**src/rtl/tick_pwm_pkg.sv**
```systemverilog
`default_nettype none
// ============================================================================
// Module : tick_pwm_pkg
// Brief  : Shared state encodings and constants for the tick-driven PWM.
// Rev    : 1.0  initial release
// ============================================================================
package tick_pwm_pkg;

  typedef enum logic [0:0] {
    TICK_PWM_IDLE = 1'b0,
    TICK_PWM_RUN  = 1'b1
  } tick_pwm_state_t;

  localparam int CFG_PERIOD_STOP = 0;

endpackage
`default_nettype wire

```
**src/rtl/cfg_shadow_reg.sv**
```systemverilog
`default_nettype none
// ============================================================================
// Module : cfg_shadow_reg
// Brief  : One-entry valid/ready holding register, emptied by the consumer.
// Rev    : 1.0  initial release
// ============================================================================
module cfg_shadow_reg #(
  parameter int DATA_W = 16
) (
  input  logic              clk,
  input  logic              rst,
  input  logic              i_valid,
  output logic              o_ready,
  input  logic [DATA_W-1:0] i_data,
  input  logic              i_consume,
  output logic              o_full,
  output logic [DATA_W-1:0] o_data
);

  logic              r_full;
  logic [DATA_W-1:0] r_data;
  logic              w_accept;

  assign w_accept = i_valid && !r_full;
  assign o_ready  = !r_full;
  assign o_full   = r_full;
  assign o_data   = r_data;

  always_ff @(posedge clk or negedge rst) begin
    if (!rst) begin
      r_full <= 1'b0;
      r_data <= '0;
    end else if (i_consume) begin
      r_full <= 1'b0;
    end else if (w_accept) begin
      r_full <= 1'b1;
      r_data <= i_data;
    end
  end

endmodule
`default_nettype wire

```
**src/rtl/tick_pwm.sv**
```systemverilog
`default_nettype none
// ============================================================================
// Module : tick_pwm
// Brief  : Tick-driven PWM with shadowed period/duty applied on boundaries.
// Rev    : 1.0  initial release
// ============================================================================
module tick_pwm
  import tick_pwm_pkg::*;
#(
  parameter int WIDTH  = 8,
  parameter bit INVERT = 1'b0
) (
  input  logic             clk,
  input  logic             rst,
  input  logic             tick,
  input  logic             cfg_valid,
  output logic             cfg_ready,
  input  logic [WIDTH-1:0] cfg_period,
  input  logic [WIDTH-1:0] cfg_duty,
  output logic             pwm_out,
  output logic             cycle_start,
  output logic             busy
);

  localparam logic [WIDTH-1:0] c_one  = WIDTH'(1);
  localparam logic [WIDTH-1:0] c_stop = WIDTH'(CFG_PERIOD_STOP);

  tick_pwm_state_t  r_state;
  logic [WIDTH-1:0] r_phase;
  logic [WIDTH-1:0] r_active_period;
  logic [WIDTH-1:0] r_active_duty;
  logic             r_pwm;
  logic             r_cycle_start;
  logic             r_busy;

  logic             w_full;
  logic [WIDTH-1:0] w_sh_period;
  logic [WIDTH-1:0] w_sh_duty;
  logic             w_boundary;
  logic             w_consume;
  logic [WIDTH-1:0] w_phase_inc;

  cfg_shadow_reg #(
    .DATA_W (2*WIDTH)
  ) u_shadow (
    .clk       (clk),
    .rst       (rst),
    .i_valid   (cfg_valid),
    .o_ready   (cfg_ready),
    .i_data    ({cfg_period, cfg_duty}),
    .i_consume (w_consume),
    .o_full    (w_full),
    .o_data    ({w_sh_period, w_sh_duty})
  );

  // The shadow is drained either when leaving IDLE or at a RUN boundary.
  assign w_boundary  = (r_state == TICK_PWM_RUN) && tick &&
                       (r_phase == r_active_period - c_one);
  assign w_consume   = tick && w_full && ((r_state == TICK_PWM_IDLE) || w_boundary);
  assign w_phase_inc = r_phase + c_one;

  always_ff @(posedge clk or negedge rst) begin
    if (!rst) begin
      r_state         <= TICK_PWM_IDLE;
      r_phase         <= '0;
      r_active_period <= '0;
      r_active_duty   <= '0;
      r_pwm           <= INVERT;
      r_cycle_start   <= 1'b0;
      r_busy          <= 1'b0;
    end else begin
      r_cycle_start <= 1'b0;
      if (tick) begin
        case (r_state)
          TICK_PWM_IDLE: begin
            if (w_full && (w_sh_period != c_stop)) begin
              r_active_period <= w_sh_period;
              r_active_duty   <= w_sh_duty;
              r_phase         <= '0;
              r_state         <= TICK_PWM_RUN;
              r_busy          <= 1'b1;
              r_pwm           <= ('0 < w_sh_duty) ^ INVERT;
            end
          end
          TICK_PWM_RUN: begin
            if (w_boundary) begin
              r_phase <= '0;
              if (w_full && (w_sh_period == c_stop)) begin
                r_state <= TICK_PWM_IDLE;
                r_busy  <= 1'b0;
                r_pwm   <= INVERT;
              end else if (w_full) begin
                r_cycle_start   <= 1'b1;
                r_active_period <= w_sh_period;
                r_active_duty   <= w_sh_duty;
                r_pwm           <= ('0 < w_sh_duty) ^ INVERT;
              end else begin
                r_cycle_start <= 1'b1;
                r_pwm         <= ('0 < r_active_duty) ^ INVERT;
              end
            end else begin
              r_phase <= w_phase_inc;
              r_pwm   <= (w_phase_inc < r_active_duty) ^ INVERT;
            end
          end
          default: begin
            r_state <= TICK_PWM_IDLE;
            r_busy  <= 1'b0;
            r_phase <= '0;
            r_pwm   <= INVERT;
          end
        endcase
      end
    end
  end

  assign pwm_out     = r_pwm;
  assign cycle_start = r_cycle_start;
  assign busy        = r_busy;

endmodule
`default_nettype wire

```
**config.mk**
```make
export PLATFORM = sky130hd
export DESIGN_NAME = tick_pwm
export DESIGN_NICKNAME = d
export VERILOG_FILES = /design/src/rtl/tick_pwm_pkg.sv /design/src/rtl/cfg_shadow_reg.sv /design/src/rtl/tick_pwm.sv
export SDC_FILE = /design/constraint.sdc
export NUM_CORES = 1
export LEC_CHECK = 0
export BUFFER_PORTS_ARGS = -buffer_cell sky130_fd_sc_hd__buf_2
export CAP_MARGIN = 20
export CORE_MARGIN = 2
export CORE_UTILIZATION = 58
export DETAILED_ROUTE_END_ITERATION = 7
export MAX_ROUTING_LAYER = met4
export PLACE_DENSITY = 0.77
export SKIP_LAST_GASP = 1
export SLEW_MARGIN = 15
export SYNTH_ARGS = -nofsm -noshare
export SYNTH_HDL_FRONTEND = slang
export SYNTH_SLANG_ARGS = --single-unit
```
**constraint.sdc**
```tcl
create_clock -name clk -period 3 [get_ports clk]
set_input_delay 0.15 -clock clk [delete_from_list [all_inputs] [get_ports clk]]
set_output_delay 0.15 -clock clk [all_outputs]
set_load 0.03 [all_outputs]
```
==> run_results.csv, run 1 <==
group,metric,value,unit
timing,tns,0,ns
timing,tightest_slew,0.779,ns
power_and_ir_drop,comb_power_share,19.8,%
synth,yosysWarnings,0,
timing,skew,0.0106,ns
finish,fillers,300,
timing,fmax,365,MHz
cts,root_buffer,"clkbuf_8",
critical_path,r2r_cells,8,
synth,syn-cell-area,2420,sq um
critical_path,crit_arrival,2.92,ns
global_routing,grt_usage,21.7,%
cts,post-cts-setup-buffer-count,0,
critical_path,timing.critical_path.cells,"inv_1 -> ha_1 -> nor4_1 -> a32o_1 -> a221o_1 -> nand4_2 -> a211o_1 -> mux2_2",
power_and_ir_drop,p_sw_share,28.6,%
timing,setup_viol,0,
power_and_ir_drop,ir_drop,0.000353,V
die,dieArea,4710,sq um
timing,timing.slew.headroom,48.1,%
global_routing,grt.overflow.total,0,
global_routing,grt_first_pass_wirelength,7160,microns
synth,synth.distinct_cells,42,
cts,cts_buffers,5,
detailed_routing,drc_errors,0,
power_and_ir_drop,p_switching,0.000429,W
critical_path,rr_endpoint,"r_active_duty[3]$_DFFE_PN0P_",
synth,syn_avg_cell_area,11.3,sq um
global_routing,grt_pass1_vias,1467,
critical_path,worstSetupPathType,"reg2reg",
timing,drv_slew,0,
cts,htree_levels,2,
die,die_width,68.6,microns
job,maxCapViolations,0,
finish,regArea,1130,sq um
die,num_rows,23,
cts,clock_latency,0.30,ns
critical_path,cp.required,3.18,ns
placed_design,place_area,2550,sq um
detailed_routing,wirelength,4250,microns
placed_design,globalplace.congestion,0.861,
placed_design,dp_hpwl,3160,microns
placed_design,port_buffers,23,
critical_path,crit_slowest_cell,"a211o_1",
synth,synth-seq-area-share,46.5,%
timing,finalCritPeriodShare,91.3,%
timing,grt_setup_unrepaired,"no",
timing,holdWs,0.0707,ns
critical_path,cp_max_fo,16,
finish,drive_above_1_share,29.4,%
cts,cts_tree,"yes",
power_and_ir_drop,power_frac_seq,49.6,%
critical_path,critPathMaxStageDelay,0.65,ns
hold_path,min_path_cells,2,
detailed_routing,drtIter0Drc,71,
finish,layout_common_cells,"dfrtp_1, buf_2, mux2_2, nand2_1, nor2_1",
finish,areaGrowthSynthToFinish,11.0,%
synth,netlist_instances,214,
timing,min_period,2.74,ns
die,start_util,60.5,%
detailed_routing,viasPerCell,5.59,
finish,fin_area,2690,sq um
detailed_routing,wl_per_cell,14.7,microns
detailed_routing,drt-pass1-iter-count,4,
finish,multi_input_area,1180,sq um
power_and_ir_drop,power.internal,0.00107,W
detailed_routing,antenna_left,0,
critical_path,r2r_slack,0.26,ns
finish,nets,266,
power_and_ir_drop,leakage,1.31,nW
global_routing,antenna_found_initial,0,
die,coreArea,4000,sq um
synth,synth_nets,243,
finish,postLayoutCoreUtil,67.2,%
finish,final_common_cell,"dfrtp_1",
die,die_h,68.6,microns
hold_path,holdPathEnd,"u_shadow.o_data[14]$_DFFE_PN0P_",
cts,path_clk_slew,0.09,ns
critical_path,endpoint_kind,"flip-flop",
cts,clock_tree.buffer_depth,2,
critical_path,reg2reg_from,"r_active_period[0]$_DFFE_PN0P_",
die,num_io_pins,24,
power_and_ir_drop,p_per_area,558,nW/um^2
finish,insertedDiodeCount,0,
cts,clkSinkCount,45,
synth,ys_ff_latch,45,
hold_path,min_from,"cfg_period[6]",
hold_path,hold_path.class,"in2reg",
timing,hold_viol,0,
run_status,outcome,"completed",
power_and_ir_drop,p_clk_share,30.6,%
critical_path,crit_path_start_kind,"flip-flop",
detailed_routing,vias,1610,
global_routing,grt_max_degree,46,
-- through the flow --
step	total power [W]	std cells	setup slack [ns]
3_5_place_dp	0.00106	278	0.284
4_1_cts	0.00151	286	0.284
3_3_place_gp	0.00104	278	0.338
6_report	0.00150	288	0.261
5_1_grt	0.00159	288	0.0854
2_1_floorplan	0.000969	214	0.628
-- worst max-delay path: cells and delay by family, from the launching register on --
kind	cells	cell delay, ns
AO/OA/AOI/OAI	3	1.20
adder cells (fa/ha/maj)	1	0.27
buffers and inverters	1	0.09
flip-flops	1	0.47
multiplexers	1	0.42
AND/OR/NAND/NOR	2	0.17
-- power groups by stage --
stage               clock (W)  combinational (W)  sequential [W]
floorplan                   0           0.000247        0.000722
global placement            0           0.000288        0.000755
detailed placement          0           0.000299        0.000757
CTS                  0.000469           0.000298        0.000745
global route         0.000494           0.000338        0.000758
finish               0.000459           0.000297        0.000745
-- registers in the layout, indices dropped and copies added, names as in the netlist --
signal           flops
u_shadow.o_data     16
r_active_duty        8
r_active_period      8
r_phase              8
busy                 1
cycle_start          1
pwm_out              1
r_state              1
u_shadow.o_full      1
-- what timing repair did --
action | in CTS | in global routing
hold buffers | 0 | 1
resized for setup | 0 | 0
endpoints found under the hold margin | 0 | 13
-- area by class of cell --
type	instances	area share, %
clock buffers	6	2.70
multi-input cells	146	44.0
repair buffers	27	5.96
inverters	12	1.68
well taps	50	2.33
clock inverters	2	1.44
flip-flops and latches	45	41.9
-- layer usage --
layer  track usage, %  up-vias  part of all wire [%]
met3             4.55        6                   2.7
met2             30.9       22                    44
met5                -        -                     0
li1                 -      815                     -
met1             30.4      767                    51
met4             8.50        0                   1.7
-- synthesized netlist by cell type --
cell type | count | area share (%)
a2111oi_2 | 1 | 0.62
a211o_1 | 1 | 0.36
a21boi_0 | 1 | 0.31
a21o_1 | 2 | 0.62
a21oi_1 | 7 | 1.4
a221o_1 | 1 | 0.41
a22oi_1 | 1 | 0.31
a311o_1 | 1 | 0.41
a31oi_1 | 4 | 1.0
a32o_1 | 6 | 2.5
and2_1 | 2 | 0.52
and3_1 | 1 | 0.26
buf_2 | 3 | 0.62
buf_6 | 3 | 1.4
clkbuf_1 | 5 | 0.78
dfrtp_1 | 45 | 47
ha_1 | 9 | 4.7
inv_1 | 12 | 1.9
mux2_2 | 22 | 10
mux2_4 | 10 | 6.2
mux2i_1 | 1 | 0.41
nand2_1 | 13 | 2.0
nand2b_1 | 2 | 0.52
nand3_1 | 3 | 0.62
nand3b_1 | 1 | 0.31
nand4_1 | 1 | 0.26
nand4_2 | 1 | 0.52
nor2_1 | 13 | 2.0
nor2b_1 | 3 | 0.78
nor3_1 | 2 | 0.41
nor4_1 | 6 | 1.6
o211ai_1 | 2 | 0.62
o21ai_0 | 7 | 1.4
o21ai_1 | 2 | 0.41
o21bai_1 | 1 | 0.31
o221ai_1 | 1 | 0.36
o22ai_1 | 1 | 0.26
or2_2 | 2 | 0.52
or4_1 | 2 | 0.62
xnor2_1 | 7 | 2.5
xor2_1 | 5 | 1.8
xor2_2 | 1 | 0.67
-- worst max-delay path by stage --
stage	cells after the start	end	from	slack, ns
after floorplan	10	r_active_duty[4]$_DFFE_PN0P_	r_active_period[2]$_DFFE_PN0P_	0.63
after global placement	8	r_active_duty[2]$_DFFE_PN0P_	r_active_period[0]$_DFFE_PN0P_	0.34
after detailed placement	8	r_active_duty[3]$_DFFE_PN0P_	r_active_period[0]$_DFFE_PN0P_	0.28
final	8	r_active_duty[3]$_DFFE_PN0P_	r_active_period[0]$_DFFE_PN0P_	0.26
after global routing	6	r_active_duty[3]$_DFFE_PN0P_	r_active_period[0]$_DFFE_PN0P_	0.09
after CTS	8	r_active_duty[3]$_DFFE_PN0P_	r_active_period[0]$_DFFE_PN0P_	0.28
-- cell families after synthesis --
group,share of synthesized area [%]
AOI/OAI and AO/OA,11.4
xor gates and xnor gates,5.01
adders and majority gates,4.65
buffers and inverters,4.65
DFF,46.5
muxes,16.8
and+or+nand+nor,10.9
No activity file was read; power rests on OpenSTA's default activity.
==> run 2: changes to the inputs <==
--- a/config.mk
+++ b/config.mk
@@ -11,7 +11,7 @@
 export CORE_UTILIZATION = 58
 export DETAILED_ROUTE_END_ITERATION = 7
 export MAX_ROUTING_LAYER = met4
-export PLACE_DENSITY = 0.77
+export PLACE_DENSITY = 0.82
 export SKIP_LAST_GASP = 1
 export SLEW_MARGIN = 15
 export SYNTH_ARGS = -nofsm -noshare
==> run_results.csv, run 2 (synthesized netlist as in run 1, its figures left out) <==
group,metric,value,unit
run_status,outcome,"completed",
critical_path,r2r_slack,0.25,ns
global_routing,grt.overflow.total,0,
finish,drive_above_1_share,29.8,%
global_routing,grt_pass1_vias,1603,
timing,timing.slew.headroom,46.9,%
detailed_routing,drc_errors,0,
power_and_ir_drop,p_sw_share,29.6,%
critical_path,cp_max_fo,16,
critical_path,critPathMaxStageDelay,0.66,ns
power_and_ir_drop,leakage,1.32,nW
timing,holdWs,0.0687,ns
cts,path_clk_slew,0.09,ns
global_routing,use_met2,35.2,%
power_and_ir_drop,p_per_area,567,nW/um^2
global_routing,antenna_found_initial,0,
detailed_routing,drtIter0Drc,67,
timing,finalCritPeriodShare,91.7,%
cts,clock_latency,0.31,ns
critical_path,crit_arrival,2.94,ns
power_and_ir_drop,ir_drop,0.000413,V
die,die_h,68.6,microns
detailed_routing,drt-pass1-iter-count,4,
cts,cts_tree,"yes",
critical_path,cp.depth,8,
die,start_util,60.5,%
cts,root_buffer,"clkbuf_8",
power_and_ir_drop,p_clk_share,31.5,%
power_and_ir_drop,comb_power_share,19.7,%
finish,layout_common_cells,"dfrtp_1, buf_2, mux2_2, nand2_1, nor2_1",
detailed_routing,antenna_left,0,
critical_path,timing.critical_path.cells,"inv_1 -> ha_1 -> nor4_1 -> a32o_1 -> a221o_1 -> nand4_2 -> a211o_1 -> mux2_2",
critical_path,startpoint,"r_active_period[0]$_DFFE_PN0P_",
timing,setup_viol,0,
global_routing,busiest_layer,"met2",
detailed_routing,vias,1662,
finish,multi_input_area,1180,sq um
detailed_routing,wirelength,4620,microns
cts,cts-resized-gates,0,
critical_path,worstSetupPathType,"reg2reg",
critical_path,endpoint_kind,"flip-flop",
placed_design,dp_hpwl,3270,microns
global_routing,use_met3,5.36,%
hold_path,hold_path.class,"in2reg",
global_routing,met1_usage,31.1,%
critical_path,endpoint,"r_active_duty[1]$_DFFE_PN0P_",
finish,nets,266,
global_routing,grt_first_pass_wirelength,7720,microns
cts,htree_levels,2,
timing,min_period,2.75,ns
critical_path,cp.required,3.19,ns
finish,final_common_cell,"dfrtp_1",
critical_path,critPathTopFamily,"compound AO/OA/AOI/OAI gates",
power_and_ir_drop,power.internal,0.00108,W
critical_path,r2r_cells,8,
placed_design,globalplace.congestion,0.888,
die,die_width,68.6,microns
timing,skew,0.00719,ns
power_and_ir_drop,p_switching,0.000452,W
timing,drv_slew,0,
timing,fmax,364,MHz
cts,cts_buffers,5,
power_and_ir_drop,power_frac_seq,48.8,%
die,coreArea,4000,sq um
timing,tightest_slew,0.796,ns
critical_path,crit_path_start_kind,"flip-flop",
detailed_routing,wl_per_cell,16.0,microns
critical_path,rr_endpoint,"r_active_duty[1]$_DFFE_PN0P_",
placed_design,port_buffers,23,
cts,post-cts-setup-buffer-count,0,
critical_path,reg2reg_from,"r_active_period[0]$_DFFE_PN0P_",
die,num_io_pins,24,
finish,largest_reg_flops,16,
cts,clkSinkCount,45,
timing,hold_viol,0,
timing,tns,0,ns
cts,clock_tree.buffer_depth,2,
die,num_rows,23,
finish,insertedDiodeCount,0,
critical_path,crit_slowest_cell,"a211o_1",
finish,regArea,1130,sq um
job,maxCapViolations,0,
die,dieArea,4710,sq um
global_routing,grt_max_degree,46,
timing,grt_setup_unrepaired,"no",
detailed_routing,viasPerCell,5.77,
finish,areaGrowthSynthToFinish,11.2,%
critical_path,crit_buf_inv,1,
global_routing,grt_usage,23.5,%
finish,fillers,274,
-- run 2: cell types whose count changed in the layout (fill, tap and decap cells not counted) --
cell / previous run / this run
clkbuf_1: 1 / 0
clkinv_4: 1 / 0
inv_6: 0 / 2
-- run 2: metrics by stage --
| stage | area (sq um) | utilization [%] | setup WS [ns] | total power (W) | std cells |
|---|---|---|---|---|---|
| final | 2690 | 67.3 | 0.249 | 0.00153 | 288 |
| after global routing | 2690 | 67.3 | 0.132 | 0.00161 | 288 |
| after CTS | 2660 | 66.6 | 0.250 | 0.00153 | 286 |
| after detailed placement | 2550 | 63.7 | 0.263 | 0.00105 | 278 |
| after global placement | 2550 | 63.7 | 0.363 | 0.00104 | 278 |
| after floorplan | 2420 | - | 0.628 | 0.000969 | 214 |
-- run 2: final cells by class --
class                   count  area share, %
repair buffers             27           5.95
clock buffers               5           2.56
inverters                  12           1.67
well taps                  50           2.32
clock inverters             3           1.77
multi-input cells         146           43.9
flip-flops and latches     45           41.8
-- run 2: power groups by stage --
stage                     Clock [W]  Sequential [W]  Combinational (W)
after floorplan                   0        0.000722           0.000247
after CTS                  0.000486        0.000745           0.000298
after global placement            0        0.000754           0.000288
after detailed placement          0        0.000755           0.000297
final                      0.000481        0.000745           0.000301
after global routing       0.000509        0.000757           0.000340
-- run 2: worst min-delay path by stage --
stage | slack [ns] | endpoint | from | cells past startpoint
final | 0.07 | u_shadow.o_data[12]$_DFFE_PN0P_ | cfg_period[4] | 2
after global routing | 0.06 | u_shadow.o_data[1]$_DFFE_PN0P_ | cfg_duty[1] | 2
after CTS | 0.02 | u_shadow.o_data[4]$_DFFE_PN0P_ | rst | 1
after detailed placement | 0.36 | u_shadow.o_data[0]$_DFFE_PN0P_ | rst | 1
after global placement | 0.36 | u_shadow.o_data[0]$_DFFE_PN0P_ | rst | 1
after floorplan | -0.15 | busy$_DFFE_PN0P_ | rst | 0
-- run 2: repair_timing --
action,in CTS,in global routing
hold endpoints to repair,0,12
hold buffers,0,1
setup endpoints to repair,0,0
-- run 2: layer usage --
layer,vias up,routed length (microns)
met5,-,0
met4,0,87
met3,9,210
met2,40,2240
met1,794,2080
li1,819,-
